**config.mk**
```make
export PLATFORM = sky130hd
export DESIGN_NAME = pipe_control
export DESIGN_NICKNAME = d
export VERILOG_FILES = /design/src/rtl/pipe_control_pkg.sv /design/src/rtl/ctrl_decode.sv /design/src/rtl/pipe_control.sv
export SDC_FILE = /design/constraint.sdc
export NUM_CORES = 1
export LEC_CHECK = 0
export CORE_ASPECT_RATIO = 1.1
export CORE_UTILIZATION = 31
export CTS_BUF_LIST = sky130_fd_sc_hd__clkbuf_8
export CTS_CLUSTER_SIZE = 20
export DETAILED_ROUTE_END_ITERATION = 10
export PLACE_DENSITY = 0.57
export SLEW_MARGIN = 20
export SYNTH_ARGS = -nofsm -noshare
export SYNTH_HDL_FRONTEND = slang
export SYNTH_HIERARCHICAL = 1
export SYNTH_SLANG_ARGS = --single-unit
```
**constraint.sdc**
```tcl
create_clock -name clk -period 2.9 [get_ports clk]
set_clock_uncertainty 0.2 [all_clocks]
set_input_delay 0.58 -clock clk [delete_from_list [all_inputs] [get_ports clk]]
set_output_delay 0.58 -clock clk [all_outputs]
set_load 0.02 [all_outputs]
```
**src/rtl/pipe_control_pkg.sv**
```systemverilog
// Shared encodings and the ID/EX control bundle for the pipelined control unit.
// Decoder and hazard logic both import this package.
package pipe_control_pkg;

    localparam logic [6:0] OP_RTYPE = 7'b0110011;
    localparam logic [6:0] OP_ITYPE = 7'b0010011;
    localparam logic [6:0] OP_LOAD  = 7'b0000011;
    localparam logic [6:0] OP_STYPE = 7'b0100011;
    localparam logic [6:0] OP_BTYPE = 7'b1100011;
    localparam logic [6:0] OP_JTYPE = 7'b1101111;
    localparam logic [6:0] OP_JALR  = 7'b1100111;
    localparam logic [6:0] OP_LUI   = 7'b0110111;
    localparam logic [6:0] OP_AUIPC = 7'b0010111;

    typedef enum logic [3:0] {
        ALU_ADD  = 4'd0,
        ALU_SUB  = 4'd1,
        ALU_SLL  = 4'd2,
        ALU_SLT  = 4'd3,
        ALU_SLTU = 4'd4,
        ALU_XOR  = 4'd5,
        ALU_SRL  = 4'd6,
        ALU_SRA  = 4'd7,
        ALU_OR   = 4'd8,
        ALU_AND  = 4'd9,
        ALU_PASS = 4'd10
    } alu_e;

    typedef enum logic [1:0] {
        WB_MEM = 2'd0,
        WB_ALU = 2'd1,
        WB_PC  = 2'd2
    } wb_e;

    // RUN/STALL is implied by the bubble counter; this names it.
    typedef enum logic {
        ST_RUN   = 1'b0,
        ST_STALL = 1'b1
    } state_e;

    typedef struct packed {
        logic       valid;
        logic       illegal;
        logic       pcsel;
        logic       immsel;
        logic       regwren;
        logic       rs1sel;
        logic       rs2sel;
        logic       memren;
        logic       memwren;
        wb_e        wbsel;
        alu_e       alusel;
        logic [4:0] rd;
        logic [2:0] funct3;
    } ctrl_t;

    localparam ctrl_t CTRL_BUBBLE = '{
        valid:   1'b0,
        illegal: 1'b0,
        pcsel:   1'b0,
        immsel:  1'b0,
        regwren: 1'b0,
        rs1sel:  1'b0,
        rs2sel:  1'b0,
        memren:  1'b0,
        memwren: 1'b0,
        wbsel:   WB_ALU,
        alusel:  ALU_ADD,
        rd:      5'd0,
        funct3:  3'd0
    };

    // alt is funct7[5] already qualified by the caller for the instruction type.
    function automatic alu_e alu_op(input logic [2:0] funct3, input logic alt);
        alu_e res;
        case (funct3)
            3'b000:  res = alt ? ALU_SUB : ALU_ADD;
            3'b001:  res = ALU_SLL;
            3'b010:  res = ALU_SLT;
            3'b011:  res = ALU_SLTU;
            3'b100:  res = ALU_XOR;
            3'b101:  res = alt ? ALU_SRA : ALU_SRL;
            3'b110:  res = ALU_OR;
            default: res = ALU_AND;
        endcase
        return res;
    endfunction

endpackage

```
**src/rtl/ctrl_decode.sv**
```systemverilog
// Combinational instruction decoder: opcode to control bundle plus the
// register-use flags consumed by load-use hazard detection.
module ctrl_decode
    import pipe_control_pkg::*;
(
    input  logic [31:0] insn,
    output ctrl_t       ctrl,
    output logic        use_rs1,
    output logic        use_rs2,
    output logic [4:0]  rs1,
    output logic [4:0]  rs2
);

    logic [6:0] opcode;
    logic [2:0] f3;
    logic [4:0] rd;
    logic       alt;
    logic       unused_bits;

    assign opcode      = insn[6:0];
    assign rd          = insn[11:7];
    assign f3          = insn[14:12];
    assign rs1         = insn[19:15];
    assign rs2         = insn[24:20];
    assign alt         = insn[30];
    assign unused_bits = ^{insn[31], insn[29:25]};

    // NOTE: every output gets a default before the case so no path infers a latch.
    always_comb begin
        ctrl    = CTRL_BUBBLE;
        use_rs1 = 1'b0;
        use_rs2 = 1'b0;
        case (opcode)
            OP_RTYPE: begin
                ctrl.regwren = 1'b1;
                ctrl.alusel  = alu_op(f3, alt);
                ctrl.rd      = rd;
                ctrl.funct3  = f3;
                use_rs1      = 1'b1;
                use_rs2      = 1'b1;
            end
            OP_ITYPE: begin
                ctrl.regwren = 1'b1;
                ctrl.immsel  = 1'b1;
                ctrl.rs2sel  = 1'b1;
                // funct7[5] is immediate data except on the shift-right encodings.
                ctrl.alusel  = alu_op(f3, alt && (f3 == 3'b101));
                ctrl.rd      = rd;
                ctrl.funct3  = f3;
                use_rs1      = 1'b1;
            end
            OP_LOAD: begin
                ctrl.regwren = 1'b1;
                ctrl.immsel  = 1'b1;
                ctrl.rs2sel  = 1'b1;
                ctrl.memren  = 1'b1;
                ctrl.wbsel   = WB_MEM;
                ctrl.rd      = rd;
                ctrl.funct3  = f3;
                use_rs1      = 1'b1;
            end
            OP_STYPE: begin
                ctrl.immsel  = 1'b1;
                ctrl.rs2sel  = 1'b1;
                ctrl.memwren = 1'b1;
                ctrl.funct3  = f3;
                use_rs1      = 1'b1;
                use_rs2      = 1'b1;
            end
            OP_BTYPE: begin
                ctrl.immsel  = 1'b1;
                ctrl.rs1sel  = 1'b1;
                ctrl.rs2sel  = 1'b1;
                ctrl.funct3  = f3;
                use_rs1      = 1'b1;
                use_rs2      = 1'b1;
            end
            OP_JTYPE: begin
                ctrl.pcsel   = 1'b1;
                ctrl.immsel  = 1'b1;
                ctrl.regwren = 1'b1;
                ctrl.rs1sel  = 1'b1;
                ctrl.rs2sel  = 1'b1;
                ctrl.wbsel   = WB_PC;
                ctrl.rd      = rd;
            end
            OP_JALR: begin
                ctrl.pcsel   = 1'b1;
                ctrl.immsel  = 1'b1;
                ctrl.regwren = 1'b1;
                ctrl.rs2sel  = 1'b1;
                ctrl.wbsel   = WB_PC;
                ctrl.rd      = rd;
                ctrl.funct3  = f3;
                use_rs1      = 1'b1;
            end
            OP_LUI: begin
                ctrl.regwren = 1'b1;
                ctrl.immsel  = 1'b1;
                ctrl.rs2sel  = 1'b1;
                ctrl.alusel  = ALU_PASS;
                ctrl.rd      = rd;
            end
            OP_AUIPC: begin
                ctrl.regwren = 1'b1;
                ctrl.immsel  = 1'b1;
                ctrl.rs1sel  = 1'b1;
                ctrl.rs2sel  = 1'b1;
                ctrl.rd      = rd;
            end
            default: ctrl.illegal = 1'b1;
        endcase
    end

endmodule

```
**src/rtl/pipe_control.sv**
```systemverilog
// ID/EX control register with load-use stall insertion and redirect flush.
// LU_STALL (1..3) sets the bubbles a load-use hazard costs.
module pipe_control
    import pipe_control_pkg::*;
#(
    parameter int DWIDTH   = 32,
    parameter int AWIDTH   = 5,
    parameter int LU_STALL = 1
) (
    input  logic              clk,
    input  logic              reset,
    input  logic [DWIDTH-1:0] insn_i,
    input  logic              id_valid_i,
    input  logic              redirect_i,
    output logic              stall_o,
    output logic              ex_valid_o,
    output logic              ex_illegal_o,
    output logic              ex_pcsel_o,
    output logic              ex_immsel_o,
    output logic              ex_regwren_o,
    output logic              ex_rs1sel_o,
    output logic              ex_rs2sel_o,
    output logic              ex_memren_o,
    output logic              ex_memwren_o,
    output logic [1:0]        ex_wbsel_o,
    output logic [3:0]        ex_alusel_o,
    output logic [AWIDTH-1:0] ex_rd_o,
    output logic [2:0]        ex_funct3_o
);

    localparam logic [1:0] LU_LOAD = 2'(LU_STALL - 1);

    ctrl_t      dec;
    ctrl_t      ex_q;
    ctrl_t      ex_d;
    logic       use_rs1;
    logic       use_rs2;
    logic [4:0] rs1;
    logic [4:0] rs2;
    logic [1:0] cnt;
    logic [1:0] cnt_d;
    logic       hz;
    state_e     state;

    ctrl_decode u_decode (
        .insn    (insn_i[31:0]),
        .ctrl    (dec),
        .use_rs1 (use_rs1),
        .use_rs2 (use_rs2),
        .rs1     (rs1),
        .rs2     (rs2)
    );

    assign state = (cnt == 2'd0) ? ST_RUN : ST_STALL;

    // Only a load still in EX can create the hazard, so none is seen during STALL.
    assign hz = id_valid_i && ex_q.valid && ex_q.memren && (ex_q.rd != 5'd0)
             && ((use_rs1 && (rs1 == ex_q.rd)) || (use_rs2 && (rs2 == ex_q.rd)));

    assign stall_o = !redirect_i && (hz || (state == ST_STALL));

    always_comb begin
        ex_d  = CTRL_BUBBLE;
        cnt_d = cnt;
        if (redirect_i) begin
            cnt_d = 2'd0;
        end else if (state == ST_STALL) begin
            cnt_d = cnt - 2'd1;
        end else if (hz) begin
            cnt_d = LU_LOAD;
        end else if (id_valid_i) begin
            ex_d       = dec;
            ex_d.valid = 1'b1;
        end
    end

    // NOTE: state updates use non-blocking assignments; reset is synchronous here.
    always_ff @(posedge clk) begin
        if (reset) begin
            ex_q <= CTRL_BUBBLE;
            cnt  <= 2'd0;
        end else begin
            ex_q <= ex_d;
            cnt  <= cnt_d;
        end
    end

    assign ex_valid_o   = ex_q.valid;
    assign ex_illegal_o = ex_q.illegal;
    assign ex_pcsel_o   = ex_q.pcsel;
    assign ex_immsel_o  = ex_q.immsel;
    assign ex_regwren_o = ex_q.regwren;
    assign ex_rs1sel_o  = ex_q.rs1sel;
    assign ex_rs2sel_o  = ex_q.rs2sel;
    assign ex_memren_o  = ex_q.memren;
    assign ex_memwren_o = ex_q.memwren;
    assign ex_wbsel_o   = ex_q.wbsel;
    assign ex_alusel_o  = ex_q.alusel;
    assign ex_rd_o      = AWIDTH'(ex_q.rd);
    assign ex_funct3_o  = ex_q.funct3;

endmodule

```
==> metrics, run 1 <==
number of global-route vias before repair=1,300; Detailed Route WL=3730 um; status=completed; Syn Area/Cell=8.45 um2; starting density of the core=32.5%; drt wl/cell=12.9 um; CP Launch Point=insn_i[3]; I/O Buffers=53; max-slew violations=0; worst skew pair latency=270 ps; post-synthesis net count=215; WP depth=7; CTS sink count=25; layout cells sized above 1=17.9%; post-synthesis instance total=179; finished layout cell area=2200 um2; worst vdd ir=0.153 mV; Synth Warn #=6; CTS H-tree depth=1; family with the most delay on the worst path=buffers and inverters; R2R Setup Slk=660 ps; Antenna Violating Nets Remaining=0; I/O pin count=60; crit-path max cell delay=460 ps; Reg clk slew, reported paths=90 ps; RSZ-0062 raised after global routing=false; CP startpoint kind=input pin; final hold vios=0; Worst R2R End=ex_wbsel_o[0]$_SDFF_PP1_; clk buf depth=2; Max Fanout on Critical Path=2; Critical Path RT=2120 ps; 1st-pass router iterations=4; chip width=68.6 um; Non-Filler Instances=290; Layout fillers=479; num rows=26; dpl cell area=2070 um2; crit path kind=in2out; largest net degree at the start of global routing=24; r2r worst-path depth=11; endpoints failing setup=0; max_cap viols=0; critical path, cell by cell=clkdlybuf4s50_1 -> a2111oi_4 -> buf_4 -> nand2_1 -> o22ai_2 -> a31o_2 -> buf_6; GP Congestion=0.805; Inst Count DP=279; Core ar.=4650 um2; TritonCTS clock tree=built; Max stage delay cell, worst path=clkdlybuf4s50_1; via/cell ratio=4.98; final worst path period need=2780 ps; root buf cell=clkbuf_8; # hold bufs at CTS=0; post-route clock period utilization=95.8%; critical path arrival=2000 ps; initial antenna violation count=0; Bufs and invs on worst path=3; total CTS buffers=3; Post-DP HPWL=2750 um; Critical Path Sink Type=output port; pwr dens=308 nW/um2; first-pass GRT wire length=5820 um; max_slew headroom=74.0%; Slew @ Worst Pin=389 ps; Hold Path Class=reg2reg; fmax=360 MHz; Netlist Area Pre-Place=1510 um2; Area Overhead vs Synth=45.7%; Die Y=75.3 um; DRC=0; fin nets=271; n_diodes=0; Pleak=0.000821 uW; GRT Util Overall=14.8%; DRT iter0 DRCs=27; worst setup path end=stall_o; Die ar.=5160 um2; grt total ovfl=0; vias after detailed routing=1,444; R2R Path Start=ex_rd_o[2]$_SDFF_PP0_
-- placed cells by master, fill, tap and decap left out, types with 4 or more instances in the layout --
master,count
clkdlybuf4s50_1,46
nand3_1,4
nand2_1,6
dfxtp_1,25
nand4_1,22
a21oi_1,22
nor3_1,4
dlygate4sd2_1,4
xnor2_1,10
nor2_1,10
buf_4,23
and2_1,8
a211oi_1,4
-- what timing repair did --
| action | 4_1_cts | 5_1_grt |
|---|---|---|
| gates resized for setup | 17 | 4 |
| setup buffers | 8 | 0 |
| gates cloned | 0 | 0 |
| endpoints found under the setup margin | 1 | 24 |
| pin swaps | 5 | 4 |
-- per-stage QoR --
| step | hold slack, ps | TNS, ps | total power [uW] | setup slack (ps) | utilization [%] |
|---|---|---|---|---|---|
| final | 260 | 0 | 679 | 121 | 47.4 |
| after floorplan | 204 | 0 | 422 | 317 | - |
| after global placement | 216 | -540 | 478 | -540 | 44.4 |
| after detailed placement | 250 | -589 | 479 | -589 | 44.4 |
| after CTS | 262 | 0 | 682 | 44.5 | 47.1 |
| after global routing | 286 | 0 | 710 | 18.8 | 47.4 |
-- layer usage --
layer  share of wire, %  vias up  GRT usage [%]
li1                   -      744              -
met1                 44      651           18.2
met2                 48       45           26.3
met3                6.4        4           1.36
met4                1.4        0           5.79
met5                  0        -              0
-- worst min-delay path by stage --
stage / startpoint / to / cells past startpoint
after global placement: cnt[0]$_SDFFE_PP0P_ / cnt[0]$_SDFFE_PP0P_ / 1
after CTS: cnt[0]$_SDFFE_PP0P_ / cnt[0]$_SDFFE_PP0P_ / 1
after detailed placement: cnt[0]$_SDFFE_PP0P_ / cnt[0]$_SDFFE_PP0P_ / 1
final: cnt[0]$_SDFFE_PP0P_ / cnt[0]$_SDFFE_PP0P_ / 1
after global routing: cnt[0]$_SDFFE_PP0P_ / cnt[0]$_SDFFE_PP0P_ / 1
after floorplan: cnt[0]$_SDFFE_PP0P_ / cnt[0]$_SDFFE_PP0P_ / 1
-- report_power, final --
part	internal, uW	switching, uW
Sequential	345	0.825
Clock	96.0	107
Combinational	72.7	57.7
Total	514	165
-- registers in the layout, indices dropped and copies added (netlist names), 2 cells and up --
register     flops
ex_alusel_o      4
cnt              2
ex_rd_o          5
ex_funct3_o      3
ex_wbsel_o       2
-- worst reg2reg max path: stages, from the launching register on --
cell,delay [ps]
dfxtp_1,410
xnor2_1,110
nand4_1,110
o22ai_2,100
buf_4,140
buf_4,120
buf_4,120
buf_4,120
buf_4,120
buf_4,120
buf_4,200
a211o_1,280
-- final cells by class --
type                            instances  area [um2]  area share [%]
Tap cell                               56        70.1            3.18
Inverter                                3        11.3           0.511
Timing Repair Buffer                   78         727            33.0
Clock inverter                          1        5.00           0.227
Clock buffer                            3        41.3            1.87
Multi-Input combinational cell        124         850            38.5
Sequential cell                        25         500            22.7
Power figures use the tool's default switching activity.
==> inputs of run 2 (changes only) <==
ABC_AREA = 1   (was unset)
PLACE_DENSITY = 0.6   (was 0.57)
clock period = 2.4 ns   (was 2.9 ns; I/O delays follow)
==> metrics, run 2 <==
first-pass GRT wire length=5630 um; via/cell ratio=4.19; Layout fillers=447; Syn Area/Cell=6.28 um2; # hold bufs at CTS=0; Antenna Violating Nets Remaining=0; 1st-pass router iterations=4; dpl cell area=2130 um2; max reg flops=5; drt wl/cell=9.69 um; DRT iter0 DRCs=44; GRT Util Overall=14.6%; layout cells sized above 1=29.1%; DRC=0; num rows=26; total CTS buffers=3; initial antenna violation count=0; Die ar.=5060 um2; largest net degree at the start of global routing=16; I/O pin count=60; root buf cell=clkbuf_8; CTS H-tree depth=1; sum of negative setup slack=0 ps; status=completed; number of global-route vias before repair=1,437; clk buf depth=2; pwr dens=343 nW/um2; fin nets=357; Slew @ Worst Pin=325 ps; max_slew headroom=78.3%; Die Y=74.5 um; Detailed Route WL=3640 um; worst vdd ir=0.150 mV; fmax=427 MHz; grt total ovfl=0; Reg clk slew, reported paths=90 ps; Core ar.=4620 um2; n_diodes=0; post-synthesis net count=272; critical path arrival=1660 ps; worst skew pair latency=260 ps; chip width=67.9 um; RSZ-0062 raised after global routing=true; crit path kind=in2out; Hold Path Class=reg2reg; Multi-input gate area=727 um2; commonest non-fill, non-tap cell in the layout=inv_1; CTS sink count=25; TritonCTS clock tree=built; Max Fanout on Critical Path=4; endpoints failing setup=0; GP Congestion=0.860; finished layout cell area=2470 um2; Critical Path Sink Type=output port; commonest cells after routing, fill and taps aside=53 x inv_1, 45 x nand2_1, 40 x nor2_1, 39 x buf_4, 36 x clkdlybuf4s50_1; R2R Setup Slk=640 ps; vias after detailed routing=1,576; post-synthesis instance total=236; Hold Slack=245 ps; I/O Buffers=53; Area Overhead vs Synth=66.8%; Synth Warn #=6; starting density of the core=32.1%; post-route clock period utilization=97.7%; register area=500 um2; final worst path period need=2340 ps; CP startpoint kind=input pin; Critical Path RT=1720 ps; Post-DP HPWL=2620 um; max_cap viols=0; max-slew violations=0; Pleak=0.00126 uW; final hold vios=0; Netlist Area Pre-Place=1480 um2
-- run 2: timing repair --
action                                  4_1_cts  5_1_grt
endpoints found under the setup margin        1        3
buffers inserted                             18        5
resized for setup                            46       35
pin swaps                                    16       20
-- run 2: worst paths after layout --
| check | startpoint | end | cells after the start |
|---|---|---|---|
| hold reg to reg | cnt[0]$_SDFFE_PP0P_ | cnt[0]$_SDFFE_PP0P_ | 1 |
| hold / removal | cnt[0]$_SDFFE_PP0P_ | cnt[0]$_SDFFE_PP0P_ | 1 |
| setup / recovery | insn_i[1] | stall_o | 13 |
| setup reg to reg | ex_rd_o[4]$_SDFF_PP0_ | ex_pcsel_o$_SDFF_PP0_ | 12 |
-- run 2: final cells by class --
type / instances / area share, %
multi-input cells: 136 / 29.4
inverters: 62 / 9.82
clock buffers: 3 / 1.67
well taps: 56 / 2.83
flip-flops and latches: 25 / 20.2
repair buffers: 93 / 35.7
clock inverters: 1 / 0.304
-- run 2: routing by layer --
| layer | global-route usage, % | wire length [um] |
|---|---|---|
| met5 | 0 | 0 |
| met4 | 6.48 | 48 |
| met3 | 1.99 | 234 |
| met2 | 27.5 | 1840 |
| met1 | 15.9 | 1520 |
-- run 2: power by group --
| group | switching, uW | internal [uW] | leakage [uW] |
|---|---|---|---|
| clock | 134 | 117 | 0.0000217 |
| sequential | 1.01 | 417 | 0.000202 |
| combinational | 82.0 | 97.0 | 0.00104 |
| total | 217 | 631 | 0.00126 |
-- run 2: critical path: stages --
cell	delay (ps)
buf_6	80
nand2_4	80
buf_12	130
nor2_4	120
nand2_4	80
nand3_4	90
nand2_1	50
nor2_1	90
nand3_1	80
nand2_1	80
nand2_2	60
a21oi_2	120
buf_6	130
-- run 2: through the flow --
step / setup WS [ps] / cells / util [%] / power [uW]
floorplan: 28.8 / 236 / - / 498
global placement: -898 / 349 / 46.1 / 571
detailed placement: -904 / 349 / 46.1 / 572
CTS: 0.358 / 371 / 50.1 / 839
global route: -50.4 / 376 / 53.5 / 888
finish: 56.3 / 376 / 53.5 / 848
==> inputs of run 3 (changes only) <==
SLEW_MARGIN = 30   (was 20)
==> results of run 3 <==
No change in the layout: final DEF, timing and power equal those of run 2.
